[src/rtl/pcpi_pkg.sv]
// Shared PCPI definitions: FSM state encoding, M-unit opcode fields, response record.
// Latency: n/a (types and constants only).
// Backpressure: n/a.
package pcpi_pkg;

    typedef enum logic [1:0] {
        IDLE  = 2'd0,
        ISSUE = 2'd1,
        RESP  = 2'd2
    } pcpi_state_t;

    // R-type custom encoding used by the M-unit (MUL/DIV family)
    localparam logic [6:0] OPCODE_CUSTOM = 7'b0110011;
    localparam logic [6:0] FUNCT7_MULDIV = 7'b0000001;
    localparam logic [2:0] F3_MUL        = 3'd0;
    localparam logic [2:0] F3_DIV        = 3'd4;
    localparam logic [2:0] F3_DIVU       = 3'd5;

    typedef struct packed {
        logic        wr;
        logic [31:0] rd;
        logic        illegal;
    } pcpi_rsp_t;

endpackage

[src/rtl/pcpi_timeout_counter.sv]
// Counts consecutive idle issue cycles; expired flags the last allowed cycle.
// Latency: expired is a decode of the registered count (no input path).
// Backpressure: n/a; saturates at TIMEOUT_CYCLES-1 and never wraps.
module pcpi_timeout_counter #(
    parameter int TIMEOUT_CYCLES = 16
) (
    input  logic clk,
    input  logic rst,
    input  logic clear,
    input  logic enable,
    output logic expired
);
    localparam int CW = $clog2(TIMEOUT_CYCLES);
    localparam logic [CW-1:0] LAST = CW'(TIMEOUT_CYCLES - 1);

    logic [CW-1:0] count;

    // Clear dominates; increment only while below the saturation point
    always_ff @(posedge clk) begin
        if (rst) begin
            count <= '0;
        end else if (clear) begin
            count <= '0;
        end else if (enable && (count != LAST)) begin
            count <= count + 1'b1;
        end
    end

    assign expired = (count == LAST);

endmodule

[src/rtl/pcpi_issuer.sv]
// Issues one custom instruction to the PCPI coprocessor bus and returns its result.
// Latency: pcpi_valid one cycle after accept; rsp_valid one cycle after pcpi_ready or expiry.
// Backpressure: req_ready only in IDLE; response held in RESP until rsp_ready.
module pcpi_issuer
    import pcpi_pkg::*;
#(
    parameter int TIMEOUT_CYCLES = 16
) (
    input  logic        clk,
    input  logic        rst,
    input  logic        req_valid,
    output logic        req_ready,
    input  logic [31:0] req_insn,
    input  logic [31:0] req_rs1,
    input  logic [31:0] req_rs2,
    output logic        rsp_valid,
    input  logic        rsp_ready,
    output logic        rsp_wr,
    output logic [31:0] rsp_rd,
    output logic        rsp_illegal,
    output logic        pcpi_valid,
    output logic [31:0] pcpi_insn,
    output logic [31:0] pcpi_rs1,
    output logic [31:0] pcpi_rs2,
    input  logic        pcpi_ready,
    input  logic        pcpi_wr,
    input  logic [31:0] pcpi_rd,
    input  logic        pcpi_busy
);
    pcpi_state_t state, state_next;
    pcpi_rsp_t   rsp;
    logic [31:0] insn_q, rs1_q, rs2_q;

    logic accept;
    logic cap_result;
    logic cap_timeout;
    logic cnt_clear;
    logic cnt_enable;
    logic expired;

    pcpi_timeout_counter #(
        .TIMEOUT_CYCLES(TIMEOUT_CYCLES)
    ) u_timeout (
        .clk    (clk),
        .rst    (rst),
        .clear  (cnt_clear),
        .enable (cnt_enable),
        .expired(expired)
    );

    // Next-state and capture decisions; pcpi_* inputs only matter in ISSUE
    always_comb begin
        state_next  = state;
        accept      = 1'b0;
        cap_result  = 1'b0;
        cap_timeout = 1'b0;
        cnt_clear   = 1'b0;
        cnt_enable  = 1'b0;
        case (state)
            IDLE: begin
                if (req_valid) begin
                    accept     = 1'b1;
                    cnt_clear  = 1'b1;
                    state_next = ISSUE;
                end
            end
            ISSUE: begin
                if (pcpi_ready) begin
                    // A result arriving on the expiry cycle still counts as legal
                    cap_result = 1'b1;
                    state_next = RESP;
                end else if (pcpi_busy) begin
                    cnt_clear = 1'b1;
                end else begin
                    cnt_enable = 1'b1;
                    if (expired) begin
                        cap_timeout = 1'b1;
                        state_next  = RESP;
                    end
                end
            end
            RESP: begin
                if (rsp_ready) begin
                    state_next = IDLE;
                end
            end
            default: state_next = IDLE;
        endcase
    end

    // State register; reset aborts any in-flight operation
    always_ff @(posedge clk) begin
        if (rst) begin
            state <= IDLE;
        end else begin
            state <= state_next;
        end
    end

    // Operand latch, held stable for the whole issue phase
    always_ff @(posedge clk) begin
        if (rst) begin
            insn_q <= '0;
            rs1_q  <= '0;
            rs2_q  <= '0;
        end else if (accept) begin
            insn_q <= req_insn;
            rs1_q  <= req_rs1;
            rs2_q  <= req_rs2;
        end
    end

    // Response capture: coprocessor result or illegal-instruction marker
    always_ff @(posedge clk) begin
        if (rst) begin
            rsp <= '0;
        end else if (cap_result) begin
            rsp <= '{wr: pcpi_wr, rd: pcpi_rd, illegal: 1'b0};
        end else if (cap_timeout) begin
            rsp <= '{wr: 1'b0, rd: 32'h0, illegal: 1'b1};
        end
    end

    // Handshake outputs decode the registered state only
    assign req_ready   = (state == IDLE);
    assign pcpi_valid  = (state == ISSUE);
    assign rsp_valid   = (state == RESP);

    assign pcpi_insn   = insn_q;
    assign pcpi_rs1    = rs1_q;
    assign pcpi_rs2    = rs2_q;
    assign rsp_wr      = rsp.wr;
    assign rsp_rd      = rsp.rd;
    assign rsp_illegal = rsp.illegal;

endmodule
[config.mk]
export PLATFORM = sky130hd
export DESIGN_NAME = pcpi_issuer
export DESIGN_NICKNAME = d
export VERILOG_FILES = /design/src/rtl/pcpi_pkg.sv /design/src/rtl/pcpi_timeout_counter.sv /design/src/rtl/pcpi_issuer.sv
export SDC_FILE = /design/constraint.sdc
export NUM_CORES = 1
export LEC_CHECK = 0
export ABC_AREA = 1
export BUFFER_PORTS_ARGS = -buffer_cell sky130_fd_sc_hd__buf_2
export CORE_UTILIZATION = 45
export CTS_BUF_LIST = sky130_fd_sc_hd__clkbuf_4 sky130_fd_sc_hd__clkbuf_8
export CTS_CLUSTER_DIAMETER = 60
export DETAILED_ROUTE_END_ITERATION = 10
export PLACE_DENSITY = 0.9
export SETUP_SLACK_MARGIN = 0.2
export SLEW_MARGIN = 5
export SYNTH_ARGS = -nofsm -noshare
export SYNTH_HDL_FRONTEND = slang
export SYNTH_SLANG_ARGS = --single-unit
[constraint.sdc]
create_clock -name clk -period 1.6 [get_ports clk]
set_input_delay 0.08 -clock clk [delete_from_list [all_inputs] [get_ports clk]]
set_output_delay 0.08 -clock clk [all_outputs]
set_load 0.01 [all_outputs]
==> results of run 1 <==
==> state kept, by name (all words and copies together), names as in the netlist <==
| name | count |
|---|---|
| pcpi_rs2 | 32 |
| u_timeout.count | 4 |
| rsp_wr | 1 |
| rsp_rd | 32 |
| pcpi_rs1 | 32 |
| state | 2 |
| pcpi_insn | 32 |
| rsp_illegal | 1 |
==> worst register-to-register path, delay by kind of cell (launching register included) <==
family                   cells  cell delay (ns)
AO/OA/AOI/OAI                1             0.08
adder cells (fa/ha/maj)      1             0.15
AND/OR/NAND/NOR              4             0.44
flip-flops                   1             0.38
buffers and inverters        1             0.22
==> cells in the final DEF, fill, tap and decap left out, drive strengths merged <==
cell type | synthesis | layout
nand4 | 1 | 1
bufinv | 0 | 4
inv | 12 | 12
clkinvlp | 0 | 4
xor2 | 1 | 1
clkinv | 0 | 3
dlygate4sd3 | 0 | 132
nand2 | 49 | 49
a21oi | 38 | 38
nor3 | 1 | 1
dfxtp | 136 | 136
clkbuf | 18 | 25
buf | 25 | 286
o21ai | 99 | 99
ha | 1 | 1
diode | 0 | 1
nor2 | 204 | 204
nand3 | 36 | 36
==> logic make-up after synthesis <==
logic type      after synthesis  share of synthesized area
compound gates              137                      0.138
fa+ha+maj                     1                    0.00250
flops                       136                      0.543
simple gates                291                      0.251
buf+inv                      55                     0.0637
xor+xnor                      1                    0.00175
==> timing repair <==
| item | CTS | global route |
|---|---|---|
| hold buffers | 132 | 0 |
| cloned | 0 | 7 |
| pin swaps | 0 | 3 |
| resized for setup | 2 | 41 |
| setup buffers | 0 | 2 |
| hold endpoints to repair | 131 | 0 |
| setup endpoints to repair | 27 | 74 |
==> metrics by stage <==
stage	power [mW]	instances	utilization
2_1_floorplan	4.51	621	-
3_3_place_gp	5.01	999	0.593
3_5_place_dp	5.05	999	0.593
4_1_cts	8.47	1163	0.758
5_1_grt	8.94	1172	0.786
6_report	8.60	1173	0.787
==> power groups by stage <==
stage | Clock [mW] | Sequential, mW | Combinational [mW]
global placement | 0 | 3.83 | 1.18
floorplan | 0 | 3.96 | 0.547
CTS | 3.24 | 3.77 | 1.47
global route | 3.41 | 3.81 | 1.72
detailed placement | 0 | 3.84 | 1.21
finish | 3.22 | 3.78 | 1.60
==> worst paths after layout <==
kind	cells after the start	start	end	slack, ns
min reg2reg	2	rsp_rd[26]	rsp_rd[26]	0.48
min	4	req_valid	pcpi_rs2[17]	0.13
max	7	u_timeout.count[1]	rsp_rd[11]	0.20
max reg2reg	7	u_timeout.count[1]	rsp_rd[11]	0.20
==> final cells by class <==
class	count	area [µm²]
fill	602	2310
antenna	1	2.50
multi-input combinational	430	2120
clock buffer	21	289
sequential	136	2740
inverter	12	50.0
timing repair buffer	422	2990
tap	140	175
clock inverter	11	169
==> metal layers <==
metal	vias up	track usage	part of all wire
li1	2808	-	-
met1	2845	0.309	0.34
met2	429	0.583	0.51
met3	124	0.0987	0.080
met4	0	0.243	0.068
met5	-	0	0
==> results.cfg, run 1 <==
[status]
status = finished clean

[global_routing]
grt_max_degree = 59
antenna_found_initial = 0
overflow = 0
grt_util_all_layers = 0.325
grt_pass1_vias = 6199
grt_pass1_wl_um = 29000

[cts]
cts_root_buffer = clkbuf_8
tritoncts = yes
htreeDepth = 4
clk-insertion-delay-late_ns = 0.43
clk_path_buf_depth = 2
clkTransAtPathRegs_ns = 0.08
cts_made_buffers = 17
cts_sinks = 136

[route]
wire_per_inst_um = 17.2
drc = 0
vias = 6206
ant_nets = 0
drtPass1Iterations = 5
initialDrtViolationCount = 430
drt-total-wl_um = 20100
vias_per_cell = 5.29

[placed_design]
gp_congestion = 0.753
io_buffers = 267
dp_hpwl_um = 9430
placed_area_mm2 = 0.00643
post-place-ws_ns = 0.146

[floorplanning]
fp.dieArea_mm2 = 0.0116
initial_core_util = 0.462
die_w_um = 108
coreArea_mm2 = 0.0108
die_h_um = 108
io_pins = 268
row_count = 38

[finish]
fin_nets = 1155
layout-drive-gt1-share = 0.366
areaGrowthSynthToFinish_pct = 70.2
final_cell_area_mm2 = 0.00853

[setup_path]
crit_chain = ha_4, nand2_4, nor2_4, nand3_4, buf_6, nand3_2, a21oi_1
path_class = reg -> reg
cp-start-kind = register
critPathBufInv = 1
max_stage_delay_ns = 0.38
crit_fanout = 8
cp.required_ns = 1.89
cp_slowest_cell = dfxtp_4
critPathCaptureType = register
crit_family = simple AND/OR/NAND/NOR gates
critPathArrivalTime_ns = 1.69

[logic_synthesis]
synth_edf_count = 0
netlist.area_leader.share = 0.543
ys_seq_area_frac = 0.543
synth_seq_cells = 136
async_flop_share = 0
syn_area_per_cell_um2 = 8.07
yosys_warnings = 0
syn-num-nets = 757
synth_ff_type = dfxtp_1
synthDistinctLibCells = 26
synth_area_mm2 = 0.00501
synth_common_cells = 198 x nor2_1, 136 x dfxtp_1, 86 x o21ai_0
synthTopCellsByArea = dfxtp_1 54%, nor2_1 15%, o21ai_0 8.6%
synth.most_common_cell = nor2_1
yosys.area.top_type = dfxtp_1
postSynthCellCount = 621

[power_and_ir_drop]
power_frac_comb = 0.186
swShare = 0.274
peakVddDrop_uv = 847
power.internal_mw = 6.24
share_seq_of_total_power = 0.440
power.switching_mw = 2.35
power_density_mw_per_mm2 = 1010
p_leak_nw = 4.02
clock_power_share = 0.374

[sta]
min_period_over_period = 0.878
grt_setup_unrepaired = yes
worstMarginPinSlew_ns = 0.410
finalMaxSlewViolations = 0
layout_min_cycle_time_ns = 1.40
final_hold_viol_count = 0
finClkSkew_ns = 0.0104
max_slew_margin = 0.727
hold_slack_ns = 0.129
layout_setup_ws_ns = 0.196
fmax_mhz = 712
setup_tns_ns = 0
setup_viol = 0

[flow_run]
maxCapViolCount = 0

[worst_hold_path]
min_path_type = in -> reg
Power figures use the tool's default switching activity.
==> run 2: changes to the inputs <==
Clock period 1.6 ns to 1.3 ns, I/O delays scaled along.
==> run 2 against run 1 <==
  * The flow now stops in global routing (5_1_grt)
  * Synthesized area unchanged
  * Synthesized cell count unchanged
==> results.cfg, run 2 <==
[logic_synthesis]
async_flop_share = 0
synthTopCellsByArea = dfxtp_1 54%, nor2_1 15%, o21ai_0 8.6%
synth.most_common_cell = nor2_1
postSynthCellCount = 621
synth_top_family_by_area = simple AND/OR/NAND/NOR gates
synth_seq_cells = 136
yosys_warnings = 0
synth_common_cells = 198 x nor2_1, 136 x dfxtp_1, 86 x o21ai_0
synthDistinctLibCells = 26
synth_edf_count = 0
synth-compound-area-share = 0.138
netlist.area_leader.share = 0.543
syn_area_per_cell_um2 = 8.07
ys_seq_area_frac = 0.543
synthXorXnorAreaFrac = 0.00175
synth-adder-area-share = 0.00250
syn-num-nets = 757
synth_area_mm2 = 0.00501
yosys.area.top_type = dfxtp_1
synth_ff_type = dfxtp_1
yosys.area_share.simple = 0.251
yosys-mux-area-fraction = 0

[global_routing]
grt_util_all_layers = 0.683
grt_max_degree = 58
overflow = 14

[placed_design]
dp_hpwl_um = 10100
gp_congestion = 0.833
placed_area_mm2 = 0.00658
io_buffers = 267

[cts]
cts_made_buffers = 17
htreeDepth = 4
clk_path_buf_depth = 2
cts_root_buffer = clkbuf_8
cts_sinks = 136

[floorplanning]
initial_core_util = 0.462
die_h_um = 108
die_w_um = 108
io_pins = 268
row_count = 38

[status]
status = stopped before the end
lastStage = global routing (5_1_grt)
error = [ERROR GRT-0232] Routing congestion too high. Check the congestion heatmap in the GUI.

[sta]
worst_path_end_type = register data pin
grt_worst_setup_endpoint = rsp_rd[21]$_SDFFE_PP0P_/D
## run 2: repair_timing
item / in CTS
gates resized for setup: 103
pin swaps: 16
gates cloned: 15
setup endpoints to repair: 127
hold endpoints to repair: 131
hold buffers: 133
buffers inserted: 9
## run 2: metrics by stage
stage | setup WS (ns) | cells | hold slack (ns) | utilization
after global placement | 0.0487 | 1011 | 0.298 | 0.607
after detailed placement | -0.00231 | 1011 | 0.306 | 0.607
after floorplan | 0.0750 | 621 | 0.211 | -
after CTS | -0.0255 | 1199 | 0.118 | 0.841
## run 2: layer usage
| layer | global-route usage | overflow |
|---|---|---|
| met3 | 0.507 | 0 |
| met2 | 0.896 | 8 |
| met4 | 0.664 | 6 |
| met1 | 0.672 | 0 |
| met5 | 0.0810 | 0 |
## run 2: cell families after synthesis
group,count (synthesis)
compound gates,137
xor+xnor,1
fa+ha+maj,1
buf+inv,55
flops,136
simple gates,291
==> run 3: changes to the inputs <==
Settings changed: CORE_UTILIZATION 45 to 30, CTS_BUF_LIST sky130_fd_sc_hd__clkbuf_4 sky130_fd_sc_hd__clkbuf_8 to not set, CTS_CLUSTER_DIAMETER 60 to not set, PLACE_DENSITY 0.9 to not set, PLACE_DENSITY_LB_ADDON set to 0.15, SETUP_SLACK_MARGIN 0.2 to not set.
==> run 3 against run 2 <==
  * The flow now finishes, with violations (setup timing)
==> results.cfg, run 3 (synthesis gave the netlist of run 1 again) <==
[placed_design]
dpl.cell_count = 1088
dp_hpwl_um = 10300
io_buffers = 267
gp_congestion = 0.741
placed_area_mm2 = 0.00665
post-place-ws_ns = 0.00918

[finish]
n_antenna_cell = 0
fin_nets = 1166
layout-drive-gt1-share = 0.355
multiInputGateArea_mm2 = 0.00203
final_common_cell = buf_2
final_cell_mix = 267 x buf_2, 197 x nor2_1, 132 x dlygate4sd3_1, 132 x dfxtp_1, 85 x o21ai_0
final_cell_area_mm2 = 0.00883
final-instance-count-excl-fill = 1259
num-fill-cells = 1517
areaGrowthSynthToFinish_pct = 76.3
seqCellArea_mm2 = 0.00273

[route]
vias_per_cell = 4.43
drc = 0
ant_nets = 0
vias = 5577
drt-total-wl_um = 16700
drtPass1Iterations = 4
wire_per_inst_um = 13.3
initialDrtViolationCount = 213

[sta]
layout_min_cycle_time_ns = 1.36
fmax_mhz = 733
final_hold_viol_count = 0
worstMarginPinSlew_ns = 0.410
layout_setup_ws_ns = -0.0649
max_slew_margin = 0.727
finClkSkew_ns = 0.0101
setup_tns_ns = -1.32
setup_viol = 33
grt_setup_unrepaired = yes
finalMaxSlewViolations = 0
min_period_over_period = 1.05

[setup_path]
crit_chain = ha_4, nand2_4, nor2_4, nand3_4, clkbuf_16, nand3_1, a21oi_1
crit_family = simple AND/OR/NAND/NOR gates
critPathCaptureType = register
crit_fanout = 8
critPathBufInv = 1
cp-start-kind = register
critPathArrivalTime_ns = 1.65
path_class = reg -> reg
cp.required_ns = 1.59
cp_slowest_cell = dfxtp_2
max_stage_delay_ns = 0.35

[status]
status = finished, violations left
failed_checks = setup timing

[cts]
cts_root_buffer = clkbuf_16
cts_made_buffers = 17
clk_path_buf_depth = 2
cts_sinks = 136
clk-insertion-delay-late_ns = 0.42
tritoncts = yes
clkTransAtPathRegs_ns = 0.06
htreeDepth = 4

[global_routing]
antenna_found_initial = 0
grt_max_degree = 57
grt_pass1_vias = 5426
grt_pass1_wl_um = 26000
overflow = 0
grt_util_all_layers = 0.187

[power_and_ir_drop]
p_leak_nw = 4.16
power_density_mw_per_mm2 = 1330
fin_total_pwr_mw = 11.8
peakVddDrop_uv = 923

[floorplanning]
initial_core_util = 0.311
die_w_um = 131
row_count = 46
io_pins = 268
fp.dieArea_mm2 = 0.0172
die_h_um = 131
coreArea_mm2 = 0.0161

[worst_hold_path]
min_path_type = in -> reg

[flow_run]
maxCapViolCount = 0
## run 3: worst paths after layout
check,start,end,slack [ns],cells after the start
worst max register to register,u_timeout.count[0],rsp_rd[31],-0.06,7
worst min-delay path,rst,state[1],0.03,4
worst min register to register,rsp_rd[7],rsp_rd[7],0.47,2
worst max-delay path,u_timeout.count[0],rsp_rd[31],-0.06,7
## run 3: tightest hold or removal path, stage by stage
cell and delay, ns:
buf_2 0.09, inv_2 0.11, o21ai_0 0.10, inv_1 0.04
## run 3: through the flow
| stage | hold WS, ns | utilization |
|---|---|---|
| final | 0.0304 | 0.548 |
| after global routing | 0.0583 | 0.548 |
| after CTS | 0.0185 | 0.535 |
| after detailed placement | 0.311 | 0.413 |
| after global placement | 0.298 | 0.413 |
| after floorplan | 0.211 | - |
## run 3: per-layer routing
layer	wire [µm]	part of all wire	vias up	GRT usage
met5	0	0	-	0
met4	423	0.025	0	0.0804
met3	972	0.058	33	0.0683
met2	7980	0.48	185	0.314
met1	7350	0.44	2531	0.212
li1	-	-	2828	-
## run 3: area by class of cell
cell class | instances | share of cell area
Timing Repair Buffer | 433 | 0.351
Sequential cell | 136 | 0.309
Multi-Input combinational cell | 430 | 0.230
Clock buffer | 22 | 0.0548
Tap cell | 216 | 0.0306
Clock inverter | 10 | 0.0187
Inverter | 12 | 0.00595
## run 3: power by group
group	leakage, nW	switching [mW]	internal (mW)
clock	0.309	1.83	3.42
combinational	2.73	0.947	0.946
sequential	1.12	0.156	4.48
## run 3: timing repair
item                                   CTS  global route
endpoints found under the hold margin  131             0
resized for setup                        2            23
cloned                                   0             5
setup buffers                            0             2
hold buffers                           132             0
pin swaps                                0             1
setup endpoints to repair                2           101
==> run 4: changes to the inputs <==
Settings changed: CORE_ASPECT_RATIO set to 1.75.
==> run 4 against run 3 <==
  * The run now ends clean
  * Clock skew down 0.00050 ns
  * Cell area down 2.1%
  * Clock power down 5.1%
  * Hold slack better by 0.0043 ns
  * Final cell count down 0.24%
  * Via count down 1.2%
  * Power down 2.4%
  * Global-route usage up 0.12 points
  * Critical path depth unchanged
  * Largest power group unchanged
==> results.cfg, run 4 (synthesis gave the netlist of run 1 again) <==
[status]
status = finished clean

[placed_design]
dpl.cell_count = 1089
post-place-ws_ns = -0.0229
io_buffers = 267
placed_area_mm2 = 0.00660
gp_congestion = 0.798
dp_hpwl_um = 10300

[global_routing]
grt_pass1_vias = 5273
use_met3 = 0.0445
grt_max_degree = 65
grt_pass1_wl_um = 25800
grt_use_met1 = 0.201
antenna_found_initial = 1
grt_busiest_layer = met2
grt_util_all_layers = 0.188
overflow = 0
met2_usage = 0.342

[setup_path]
crit_family = simple AND/OR/NAND/NOR gates
max_stage_delay_ns = 0.36
cp.required_ns = 1.58
cp_slowest_cell = dfxtp_4
path_class = reg -> reg
crit_chain = ha_4, nand2_2, nor2_4, nand3_4, buf_12, nand3_1, a21oi_1
critPathArrivalTime_ns = 1.55
critPathCaptureType = register
crit_fanout = 26
cp-start-kind = register
critPathBufInv = 1

[finish]
layout-drive-gt1-share = 0.347
num-fill-cells = 1613
seqCellArea_mm2 = 0.00273
fin_nets = 1155
final-instance-count-excl-fill = 1256
areaGrowthSynthToFinish_pct = 72.5
final_cell_area_mm2 = 0.00864
final_cell_mix = 267 x buf_2, 197 x nor2_1, 132 x dlygate4sd3_1, 132 x dfxtp_1, 86 x o21ai_0
final_common_cell = buf_2
fin_util = 0.528
multiInputGateArea_mm2 = 0.00201

[power_and_ir_drop]
share_seq_of_total_power = 0.402
power.switching_mw = 3.01
fin_total_pwr_mw = 11.5
swShare = 0.261
power_frac_comb = 0.164
power.internal_mw = 8.49
power_density_mw_per_mm2 = 1330
p_leak_nw = 4.04
clock_power_share = 0.434
peakVddDrop_uv = 716

[sta]
fmax_mhz = 789
final_hold_viol_count = 0
hold_slack_ns = 0.0347
setup_viol = 0
min_period_over_period = 0.974
finClkSkew_ns = 0.00958
setup_tns_ns = 0
layout_setup_ws_ns = 0.0333
grt_setup_unrepaired = yes
max_slew_margin = 0.751
layout_min_cycle_time_ns = 1.27
worstMarginPinSlew_ns = 0.374
finalMaxSlewViolations = 0

[route]
vias_per_cell = 4.39
drc = 0
drt-total-wl_um = 16600
initialDrtViolationCount = 181
wire_per_inst_um = 13.3
ant_nets = 0
vias = 5511
drtPass1Iterations = 4

[cts]
htreeDepth = 4
cts_made_buffers = 17
clkTransAtPathRegs_ns = 0.06
cts_sinks = 136
cts_root_buffer = clkbuf_16
clk_path_buf_depth = 2
tritoncts = yes
clk-insertion-delay-late_ns = 0.41

[floorplanning]
coreArea_mm2 = 0.0164
die_h_um = 173
fp.dieArea_mm2 = 0.0172
die_w_um = 99.7
row_count = 62
initial_core_util = 0.306
io_pins = 268

[flow_run]
maxCapViolCount = 0

[worst_hold_path]
min_path_type = in -> reg
run 4: changes by cell type in the layout (fill, tap and decap cells not counted), sizes merged:
| cell | delta |
|---|---|
| bufinv | -1 |
| inv | +2 |
| diode | +1 |
| clkbuf | -6 |
| buf | -9 |
| clkinv | +2 |
run 4: area by class of cell:
type,count,area share
well taps,224,0.0324
multi-input cells,430,0.233
repair buffers,422,0.343
diodes,1,0.000290
inverters,12,0.00579
clock inverters,13,0.0197
clock buffers,18,0.0508
flip-flops and latches,136,0.316
run 4: per-layer routing:
metal / vias to the layer above / wire length, µm
met3: 27 / 740
met4: 0 / 405
met1: 2508 / 6660
li1: 2808 / -
met5: - / 0
met2: 168 / 8830
run 4: final timing paths:
check	from	to	slack, ns	cells past startpoint
worst min-delay path	req_valid	state[0]	0.03	3
worst min register to register	rsp_illegal	rsp_illegal	0.46	2
worst max-delay path	u_timeout.count[0]	rsp_rd[31]	0.03	7
worst max register to register	u_timeout.count[0]	rsp_rd[31]	0.03	7
run 4: what timing repair did:
item | 4_1_cts | 5_1_grt
endpoints found under the hold margin | 131 | 0
resized for setup | 3 | 13
cloned | 0 | 2
endpoints found under the setup margin | 33 | 98
hold buffers | 132 | 0
pin swaps | 0 | 0
setup buffers | 0 | 1
run 4: power by group through the flow:
stage | Combinational (mW) | Sequential, mW | Clock (mW)
finish | 1.88 | 4.63 | 4.99
global placement | 1.53 | 4.71 | 0
CTS | 1.85 | 4.63 | 5.13
detailed placement | 1.54 | 4.72 | 0
floorplan | 0.674 | 4.88 | 0
global route | 2.08 | 4.67 | 5.31
run 4: worst min-delay path: cells and delay by family:
kind / cells / cell delay (ns)
buffers and inverters: 1 / 0.11
AND/OR/NAND/NOR: 1 / 0.13
AO/OA/AOI/OAI: 1 / 0.08
